### src/rtl/hilo_reg_file_if.sv
// HI/LO write-side bus between the pipeline/divider (master) and the HI/LO register file (slave).
interface hilo_reg_file_if #(
  parameter int unsigned DATA_WIDTH = 32
);
  logic                  read_hilo_req;
  logic                  ex_write_hilo_en;
  logic [DATA_WIDTH-1:0] ex_hi_data;
  logic [DATA_WIDTH-1:0] ex_lo_data;
  logic                  mem_write_hilo_en;
  logic [DATA_WIDTH-1:0] mem_hi_data;
  logic [DATA_WIDTH-1:0] mem_lo_data;
  logic                  wb_write_hilo_en;
  logic [DATA_WIDTH-1:0] wb_hi_data;
  logic [DATA_WIDTH-1:0] wb_lo_data;
  logic                  div_valid;
  logic [DATA_WIDTH-1:0] div_hi;
  logic [DATA_WIDTH-1:0] div_lo;
  logic                  div_ready;
  logic [DATA_WIDTH-1:0] hi_val_mux_data;
  logic [DATA_WIDTH-1:0] lo_val_mux_data;
  logic                  hilo_stall;

  modport master (
    output read_hilo_req,
    output ex_write_hilo_en, ex_hi_data, ex_lo_data,
    output mem_write_hilo_en, mem_hi_data, mem_lo_data,
    output wb_write_hilo_en, wb_hi_data, wb_lo_data,
    output div_valid, div_hi, div_lo,
    input  div_ready,
    input  hi_val_mux_data, lo_val_mux_data,
    input  hilo_stall
  );

  modport slave (
    input  read_hilo_req,
    input  ex_write_hilo_en, ex_hi_data, ex_lo_data,
    input  mem_write_hilo_en, mem_hi_data, mem_lo_data,
    input  wb_write_hilo_en, wb_hi_data, wb_lo_data,
    input  div_valid, div_hi, div_lo,
    output div_ready,
    output hi_val_mux_data, lo_val_mux_data,
    output hilo_stall
  );
endinterface

### src/rtl/hilo_reg_file.sv
// Architectural HI/LO register pair with divider skid buffer and EX read path.
// Optional feature macro HILO_FORWARD_EN: forward EX/MEM/WB writes instead of stalling the reader.
module hilo_reg_file #(
  parameter int unsigned           DATA_WIDTH  = 32,
  parameter logic [DATA_WIDTH-1:0] RESET_VALUE = '0
) (
  input logic            clk,
  input logic            rst,
  hilo_reg_file_if.slave bus
);

  localparam logic [0:0] IDLE = 1'b0;
  localparam logic [0:0] HOLD = 1'b1;

  logic [0:0]            state;
  logic [0:0]            state_nx;
  logic [DATA_WIDTH-1:0] hi_reg;
  logic [DATA_WIDTH-1:0] lo_reg;
  logic [DATA_WIDTH-1:0] hi_nx;
  logic [DATA_WIDTH-1:0] lo_nx;
  logic [DATA_WIDTH-1:0] sk_hi;
  logic [DATA_WIDTH-1:0] sk_lo;
  logic [DATA_WIDTH-1:0] sk_hi_nx;
  logic [DATA_WIDTH-1:0] sk_lo_nx;
  logic [DATA_WIDTH-1:0] hi_mux;
  logic [DATA_WIDTH-1:0] lo_mux;
  logic                  div_accept;

  // Ready only in IDLE; held low for the whole reset assertion.
  assign bus.div_ready = rst & (state == IDLE);
  assign div_accept    = bus.div_valid & bus.div_ready;

  // State, architectural registers and skid buffer.
  always_ff @(posedge clk or negedge rst) begin
    if (!rst) begin
      state  <= IDLE;
      hi_reg <= RESET_VALUE;
      lo_reg <= RESET_VALUE;
      sk_hi  <= '0;
      sk_lo  <= '0;
    end else begin
      state  <= state_nx;
      hi_reg <= hi_nx;
      lo_reg <= lo_nx;
      sk_hi  <= sk_hi_nx;
      sk_lo  <= sk_lo_nx;
    end
  end

  // Next state: a WB write always takes the register; the divider result waits in the skid behind it.
  always_comb begin
    state_nx = state;
    hi_nx    = hi_reg;
    lo_nx    = lo_reg;
    sk_hi_nx = sk_hi;
    sk_lo_nx = sk_lo;
    case (state)
      IDLE: begin
        if (bus.wb_write_hilo_en) begin
          hi_nx = bus.wb_hi_data;
          lo_nx = bus.wb_lo_data;
        end
        if (div_accept) begin
          if (bus.wb_write_hilo_en) begin
            sk_hi_nx = bus.div_hi;
            sk_lo_nx = bus.div_lo;
            state_nx = HOLD;
          end else begin
            hi_nx = bus.div_hi;
            lo_nx = bus.div_lo;
          end
        end
      end
      HOLD: begin
        if (bus.wb_write_hilo_en) begin
          hi_nx = bus.wb_hi_data;
          lo_nx = bus.wb_lo_data;
        end else begin
          hi_nx    = sk_hi;
          lo_nx    = sk_lo;
          state_nx = IDLE;
        end
      end
      default: state_nx = IDLE;
    endcase
  end

`ifdef HILO_FORWARD_EN
  // Youngest in-flight write wins; HI and LO always travel together.
  always_comb begin
    hi_mux = hi_reg;
    lo_mux = lo_reg;
    if (bus.ex_write_hilo_en) begin
      hi_mux = bus.ex_hi_data;
      lo_mux = bus.ex_lo_data;
    end else if (bus.mem_write_hilo_en) begin
      hi_mux = bus.mem_hi_data;
      lo_mux = bus.mem_lo_data;
    end else if (bus.wb_write_hilo_en) begin
      hi_mux = bus.wb_hi_data;
      lo_mux = bus.wb_lo_data;
    end else if (state == HOLD) begin
      hi_mux = sk_hi;
      lo_mux = sk_lo;
    end
  end

  assign bus.hilo_stall = 1'b0;

  logic unused_inputs;
  assign unused_inputs = &{1'b0, bus.read_hilo_req};
`else
  // No forwarding: the reader sees the skid or the registers and waits out younger writes.
  always_comb begin
    hi_mux = hi_reg;
    lo_mux = lo_reg;
    if (state == HOLD) begin
      hi_mux = sk_hi;
      lo_mux = sk_lo;
    end
  end

  // The EX write belongs to the reading instruction itself, so it never causes a stall.
  assign bus.hilo_stall = rst & bus.read_hilo_req &
                          (bus.mem_write_hilo_en | bus.wb_write_hilo_en | (state == HOLD));

  logic unused_inputs;
  assign unused_inputs = &{1'b0, bus.ex_write_hilo_en, bus.ex_hi_data, bus.ex_lo_data};
`endif

  assign bus.hi_val_mux_data = hi_mux;
  assign bus.lo_val_mux_data = lo_mux;

  // Divider must hold a refused result stable until it is taken.
  a_div_hold: assert property (@(posedge clk) disable iff (!rst)
    (bus.div_valid && !bus.div_ready) |=> (bus.div_valid && $stable({bus.div_hi, bus.div_lo})));

endmodule

### src/flat_wrapper.sv
// flat-port wrapper written by rule: the top's interface ports become plain ports
module hilo_reg_file_flat 
#(
  parameter int unsigned           DATA_WIDTH  = 32,
  parameter logic [DATA_WIDTH-1:0] RESET_VALUE = '0
)
  (clk, rst, bus_read_hilo_req, bus_ex_write_hilo_en, bus_ex_hi_data, bus_ex_lo_data, bus_mem_write_hilo_en, bus_mem_hi_data, bus_mem_lo_data, bus_wb_write_hilo_en, bus_wb_hi_data, bus_wb_lo_data, bus_div_valid, bus_div_hi, bus_div_lo, bus_div_ready, bus_hi_val_mux_data, bus_lo_val_mux_data, bus_hilo_stall);
  hilo_reg_file_if #(.DATA_WIDTH(DATA_WIDTH)) bus_i ();
  input logic clk;
  input logic rst;
  input wire logic [$bits(bus_i.read_hilo_req)-1:0] bus_read_hilo_req;
  input wire logic [$bits(bus_i.ex_write_hilo_en)-1:0] bus_ex_write_hilo_en;
  input wire logic [$bits(bus_i.ex_hi_data)-1:0] bus_ex_hi_data;
  input wire logic [$bits(bus_i.ex_lo_data)-1:0] bus_ex_lo_data;
  input wire logic [$bits(bus_i.mem_write_hilo_en)-1:0] bus_mem_write_hilo_en;
  input wire logic [$bits(bus_i.mem_hi_data)-1:0] bus_mem_hi_data;
  input wire logic [$bits(bus_i.mem_lo_data)-1:0] bus_mem_lo_data;
  input wire logic [$bits(bus_i.wb_write_hilo_en)-1:0] bus_wb_write_hilo_en;
  input wire logic [$bits(bus_i.wb_hi_data)-1:0] bus_wb_hi_data;
  input wire logic [$bits(bus_i.wb_lo_data)-1:0] bus_wb_lo_data;
  input wire logic [$bits(bus_i.div_valid)-1:0] bus_div_valid;
  input wire logic [$bits(bus_i.div_hi)-1:0] bus_div_hi;
  input wire logic [$bits(bus_i.div_lo)-1:0] bus_div_lo;
  output wire logic [$bits(bus_i.div_ready)-1:0] bus_div_ready;
  output wire logic [$bits(bus_i.hi_val_mux_data)-1:0] bus_hi_val_mux_data;
  output wire logic [$bits(bus_i.lo_val_mux_data)-1:0] bus_lo_val_mux_data;
  output wire logic [$bits(bus_i.hilo_stall)-1:0] bus_hilo_stall;
  assign bus_i.read_hilo_req = bus_read_hilo_req;
  assign bus_i.ex_write_hilo_en = bus_ex_write_hilo_en;
  assign bus_i.ex_hi_data = bus_ex_hi_data;
  assign bus_i.ex_lo_data = bus_ex_lo_data;
  assign bus_i.mem_write_hilo_en = bus_mem_write_hilo_en;
  assign bus_i.mem_hi_data = bus_mem_hi_data;
  assign bus_i.mem_lo_data = bus_mem_lo_data;
  assign bus_i.wb_write_hilo_en = bus_wb_write_hilo_en;
  assign bus_i.wb_hi_data = bus_wb_hi_data;
  assign bus_i.wb_lo_data = bus_wb_lo_data;
  assign bus_i.div_valid = bus_div_valid;
  assign bus_i.div_hi = bus_div_hi;
  assign bus_i.div_lo = bus_div_lo;
  assign bus_div_ready = bus_i.div_ready;
  assign bus_hi_val_mux_data = bus_i.hi_val_mux_data;
  assign bus_lo_val_mux_data = bus_i.lo_val_mux_data;
  assign bus_hilo_stall = bus_i.hilo_stall;
  hilo_reg_file #(.DATA_WIDTH(DATA_WIDTH), .RESET_VALUE(RESET_VALUE)) u_core (.clk(clk), .rst(rst), .bus(bus_i));
endmodule
### config.mk
export PLATFORM = sky130hd
export DESIGN_NAME = hilo_reg_file_flat
export DESIGN_NICKNAME = d
export VERILOG_FILES = /design/src/rtl/hilo_reg_file_if.sv /design/src/rtl/hilo_reg_file.sv /design/src/flat_wrapper.sv
export SDC_FILE = /design/constraint.sdc
export NUM_CORES = 1
export LEC_CHECK = 0
export CORE_MARGIN = 2
export CORE_UTILIZATION = 36
export DETAILED_ROUTE_END_ITERATION = 7
export PLACE_DENSITY = 0.77
export REMOVE_ABC_BUFFERS = 1
export SLEW_MARGIN = 20
export SYNTH_ARGS = -nofsm -noshare
export SYNTH_HDL_FRONTEND = slang
export SYNTH_SLANG_ARGS = --single-unit
### constraint.sdc
create_clock -name clk -period 1.35 [get_ports clk]
set_input_delay 0.27 -clock clk [delete_from_list [all_inputs] [get_ports clk]]
set_output_delay 0.27 -clock clk [all_outputs]
set_load 0.02 [all_outputs]
==> results of run 1 <==
[placed cells by master (no fill, tap or decap), drive strengths merged]
cell type,instances
o311a,1
clkinv,4
nor2b,2
a221o,63
clkbuf,35
nor3,1
dfrtp,129
bufinv,2
and3,1
nand2,130
o21ai,126
inv,63
clkdlybuf4s50,131
clkinvlp,3
dlygate4sd3,2
buf,131
nand4b,1
mux2,65
a211oi,2
o31ai,1
[final cells by class]
| cell class | instances | share of cell area |
|---|---|---|
| sequential | 129 | 0.304 |
| timing repair buffer | 277 | 0.299 |
| clock inverter | 9 | 0.0100 |
| inverter | 63 | 0.0223 |
| multi-input combinational | 393 | 0.293 |
| clock buffer | 22 | 0.0456 |
| tap | 225 | 0.0265 |
[cell families (layout without fill, tap and decap cells)]
family          after synthesis  after routing  share of synthesized area
compound gates              193            193                      0.206
simple gates                135            135                     0.0838
flops                       129            129                      0.509
buf+inv                     112            371                     0.0864
mux                          65             65                      0.115
[per-layer routing]
metal	track usage	up-vias
li1	-	2719
met1	0.271	2928
met2	0.307	251
met3	0.0637	26
met4	0.0636	0
met5	0	-
[final timing paths]
kind | start | slack (ns) | cells after the start | end
max in group asynchronous | rst | 0.44 | 3 | u_core.lo_reg[29]
setup reg to reg | u_core.state | -0.48 | 7 | u_core.hi_reg[2]
min in group clk | bus_wb_write_hilo_en | 0.41 | 5 | u_core.hi_reg[4]
setup / recovery | u_core.state | -0.57 | 4 | bus_hi_val_mux_data[24]
hold / removal | rst | 0.03 | 3 | u_core.lo_reg[30]
hold reg to reg | u_core.sk_hi[14] | 0.50 | 1 | u_core.sk_hi[14]
[critical path, cell delays in order, from the launching register on]
cell and delay [ns]:
dfrtp_4 0.56, buf_12 0.18, clkbuf_16 0.18, o21ai_2 0.17
buf_6 0.14
[through the flow]
stage,hold slack (ns),util,TNS (ns)
6_report,0.0309,0.616,-82.76
5_1_grt,0.0667,0.616,-90.83
4_1_cts,0.0384,0.540,-64.38
3_5_place_dp,0.218,0.514,-79.69
3_3_place_gp,0.208,0.514,-79.41
2_1_floorplan,-0.0256,-,-458.94
[timing repair]
item	in CTS	in global routing
pin swaps	0	19
gates resized for setup	415	236
hold buffers	2	0
setup endpoints to repair	193	194
hold endpoints to repair	17	0
setup buffers	1	11
cloned	0	19
[power groups by stage]
| stage | clock network, uW | registers [uW] | logic, uW |
|---|---|---|---|
| global route | 4850 | 5120 | 4300 |
| detailed placement | 0 | 4960 | 3250 |
| floorplan | 0 | 4910 | 1580 |
| global placement | 0 | 4950 | 3190 |
| CTS | 4680 | 4910 | 3150 |
| finish | 4600 | 5050 | 4030 |
==> flow_summary.yaml, run 1 <==
cts:
  clk_pin_slew_ns: 0.06
  clockBufferDepth: 2
  cts_num_sinks: 129
  clk_latency_ns: 0.42
  cts_made_buffers: 17
  cts_root_buf: "clkbuf_16"
  htree_levels: 4
  tritoncts: "done"
place:
  port-buffer-count: 199
  dpl_cell_area_sq_um: 8860
  numPlacedInstances: 1054
  hpwl_um: 12300
  routabilityCongestion: 0.794
  dp_slack_ns: -0.563
die:
  initial_core_util: 0.368
  dieArea_sq_um: 18700
  die_y_um: 137
  core_sq_um: 17200
  io_pins: 329
  die_x_um: 137
  fp-row-count: 48
detailed_routing:
  top_layer_used: "met4"
  wl_per_cell_um: 19.5
  antenna_left: 0
  wl_met2_um: 10300
  wl_met1_um: 9370
  firstDrtPassIters: 5
  vias_per_cell: 5.30
  wirelength_um: 21800
  drc_errors: 0
  vias: 5924
  wl_met3_um: 1810
  drtIter0Drc: 382
logic_synthesis:
  synth_area_leaders: "dfrtp_1 (51%), mux2_2 (12%), a221o_1 (9.9%)"
  synth_cell_types: 18
  netlist.area_leader.share: 0.509
  async_reset_ff_frac: 1.00
  synth_common_cells: "nand2_1 (130), dfrtp_1 (129), o21ai_0 (126)"
  synth-seq-cells: 129
  synth_most_common_cell: "nand2_1"
  yosysTopAreaCell: "dfrtp_1"
  yosys_warnings: 0
  syn-mean-instance-area_sq_um: 10.0
  synthFlopType: "dfrtp_1"
  synth_edf_count: 0
  syn_inst: 634
  yosysSeqAreaShare: 0.509
  syn_area_sq_um: 6350
global_route:
  gr-total-overflow: 0
  grtUsageTotal: 0.201
  antenna_found_initial: 0
  grt_pass1_vias: 5702
  grt_max_degree: 73
  grt_first_pass_wirelength_um: 29000
layout:
  final_cells: 1118
  regArea_sq_um: 3230
  top_regs: "u_core.sk_hi (32), u_core.sk_lo (32)"
  antenna_cells: 0
  nets: 1144
  syn_to_final_growth_pct: 67.4
  finalInstanceArea_sq_um: 10600
  drive_gt1_frac: 0.375
  multi_input_area_sq_um: 3110
  n_fill_cell: 1356
timing:
  fin_crit_sh: 1.42
  relSlewSlack: 0.646
  worst_pin_slew_ns: 0.530
  rsz0062_at_grt: "yes"
  fin_crit_ns: 1.92
  setup_slack_ns: -0.569
  finalSetupViolations: 195
  hold_viol: 0
  slew_violations: 0
  fin_skew_ns: 0.00820
  fmax_ghz: 0.521
power_and_ir_drop:
  leakagePower_uw: 0.00478
  power_frac_comb: 0.294
  p_int_uw: 9620
  p_sw_frac: 0.297
  ir_drop_v: 0.000918
  p_per_area_nw_per_um2: 1290
  clockPowerShare: 0.337
  p_switching_uw: 4060
  seq_power_share: 0.369
  power_uw: 13700
worst_hold_path:
  hp-class: "primary input to async pin"
job:
  cap_violations: 0
outcome:
  status: "finished with violations"
  violations: "setup timing"
worst_setup_path:
  worst-path-max-fanout: 10
  critPathLaunchType: "flop"
  cp-end-kind: "primary output"
  worstSetupPathType: "flop to primary output"
  worstPathRequired_ns: 1.08
  crit_arrival_ns: 1.65
No activity file was read; power rests on OpenSTA's default activity.
==> run 2: changes to the inputs <==
TNS_END_PERCENT = 20   (was default)
==> flow_summary.yaml, run 2 (synthesis results as in run 1) <==
global_route:
  grt.busiest_layer: "met2"
  gr-total-overflow: 0
  grtUsageMet3: 0.0637
  grt_pass1_vias: 5687
  grt_max_degree: 73
  grtUsageMet2: 0.308
  grtUsageTotal: 0.201
  use_met1: 0.271
  grt_first_pass_wirelength_um: 29000
  antenna_found_initial: 0
detailed_routing:
  drc_errors: 0
  wirelength_um: 19500
  antenna_left: 0
  firstDrtPassIters: 5
  wl_per_cell_um: 17.7
  vias: 5701
  drtIter0Drc: 305
  vias_per_cell: 5.18
cts:
  clockBufferDepth: 2
  clk_pin_slew_ns: 0.06
  tritoncts: "done"
  clk_latency_ns: 0.42
  htree_levels: 4
  cts_made_buffers: 17
  cts_root_buf: "clkbuf_16"
  cts_num_sinks: 129
power_and_ir_drop:
  power_frac_comb: 0.274
  p_sw_frac: 0.288
  seq_power_share: 0.377
  p_switching_uw: 3790
  p_int_uw: 9380
  p_per_area_nw_per_um2: 1330
  clockPowerShare: 0.349
  leakagePower_uw: 0.00444
  ir_drop_v: 0.000914
worst_setup_path:
  worstRegToRegCells: 7
  worstSetupPathType: "flop to primary output"
  worst-path-max-fanout: 5
  critPathLaunchType: "flop"
  rrSetupSlack_ns: -0.46
  worstPathRequired_ns: 1.08
  crit_arrival_ns: 1.63
  r2r_end: "u_core.lo_reg[10]"
  cp-end-kind: "primary output"
  cp_slowest_cell: "dfrtp_4"
  path_cells: "buf_12, buf_12, buf_4, o21ai_2, buf_4"
  reg2reg_from: "u_core.state"
  max_stage_delay_ns: 0.49
timing:
  finalSetupViolations: 194
  hold_viol: 0
  worst_pin_slew_ns: 0.537
  fmax_ghz: 0.527
  relSlewSlack: 0.642
  slew_violations: 0
  fin_crit_ns: 1.90
  fin_crit_sh: 1.41
  fin_skew_ns: 0.00930
  fin_tns_setup_ns: -84.62
  setup_slack_ns: -0.549
  rsz0062_at_grt: "yes"
layout:
  multi_input_area_sq_um: 2820
  top_regs: "u_core.sk_hi (32), u_core.sk_lo (32)"
  final_util: 0.576
  mostFrequentLayoutCell: "clkdlybuf4s50_1"
  most-common-layout-cells: "clkdlybuf4s50_1 (131), dfrtp_1 (128), nand2_1 (108), o21ai_0 (65), mux2_2 (65)"
  syn_to_final_growth_pct: 56.3
  regArea_sq_um: 3230
  final_cells: 1101
  antenna_cells: 0
  nets: 1127
  drive_gt1_frac: 0.323
  n_fill_cell: 1454
die:
  io_pins: 329
  dieArea_sq_um: 18700
  fp-row-count: 48
  initial_core_util: 0.368
  die_x_um: 137
  core_sq_um: 17200
  die_y_um: 137
outcome:
  status: "finished with violations"
  violations: "setup timing"
place:
  numPlacedInstances: 1054
  port-buffer-count: 199
  routabilityCongestion: 0.794
  hpwl_um: 12300
worst_hold_path:
  hp-class: "primary input to async pin"
job:
  cap_violations: 0
[run 2: cell count changes in the layout (fill, tap and decap cells not counted), sizes merged]
| cell | previous run | this run |
|---|---|---|
| buf | 131 | 122 |
| clkbuf | 35 | 27 |
| dlygate4sd3 | 2 | 1 |
| dlymetal6s4s | 0 | 1 |
[run 2: worst max-delay path, delay by kind of cell (launching register included)]
family	cells	cell delay [ns]
compound gates	1	0.13
buf+inv	4	0.58
flops	1	0.49
[run 2: how the worst max path moves through the flow]
stage | startpoint | end | slack (ns) | cells past startpoint
2_1_floorplan | u_core.state | u_core.sk_hi[0] | -3.25 | 2
3_3_place_gp | u_core.state | bus_hi_val_mux_data[3] | -0.58 | 3
3_5_place_dp | u_core.state | bus_hi_val_mux_data[3] | -0.56 | 3
4_1_cts | u_core.state | bus_lo_val_mux_data[6] | -0.60 | 4
5_1_grt | u_core.state | bus_hi_val_mux_data[0] | -0.59 | 5
6_report | u_core.state | bus_hi_val_mux_data[0] | -0.55 | 5
[run 2: final cells by class]
cell class / instances / share of cell area
Sequential cell: 129 / 0.326
Timing Repair Buffer: 260 / 0.279
Clock buffer: 22 / 0.0488
Inverter: 63 / 0.0238
Clock inverter: 9 / 0.0107
Multi-Input combinational cell: 393 / 0.284
Tap cell: 225 / 0.0284
[run 2: power by group through the flow]
stage / sequential [uW] / clock [uW] / combinational (uW)
2_1_floorplan: 4910 / 0 / 1580
3_3_place_gp: 4950 / 0 / 3190
3_5_place_dp: 4960 / 0 / 3250
4_1_cts: 4910 / 4680 / 3100
5_1_grt: 5040 / 4830 / 3900
6_report: 4970 / 4590 / 3610
[run 2: metal layers]
metal | vias up | routed length (um)
li1 | 2682 | -
met1 | 2773 | 8640
met2 | 224 | 8930
met3 | 22 | 1590
met4 | 0 | 303
met5 | - | 0
[run 2: stage by stage]
step           worst slack [ns]  total power (uW)  hold WS (ns)  cell area [sq um]
2_1_floorplan             -3.25              6490       -0.0256               6030
3_3_place_gp             -0.582              8140         0.208               8860
3_5_place_dp             -0.563              8210         0.218               8860
4_1_cts                  -0.604             12700        0.0384               9270
5_1_grt                  -0.589             13800        0.0700               9920
6_report                 -0.549             13200        0.0246               9920
[run 2: repair_timing]
action	4_1_cts	5_1_grt
endpoints found under the hold margin	17	0
hold buffers	2	0
setup endpoints to repair	193	194
gates resized for setup	383	174
pin swaps	16	40
buffers inserted	0	8
gates cloned	0	6
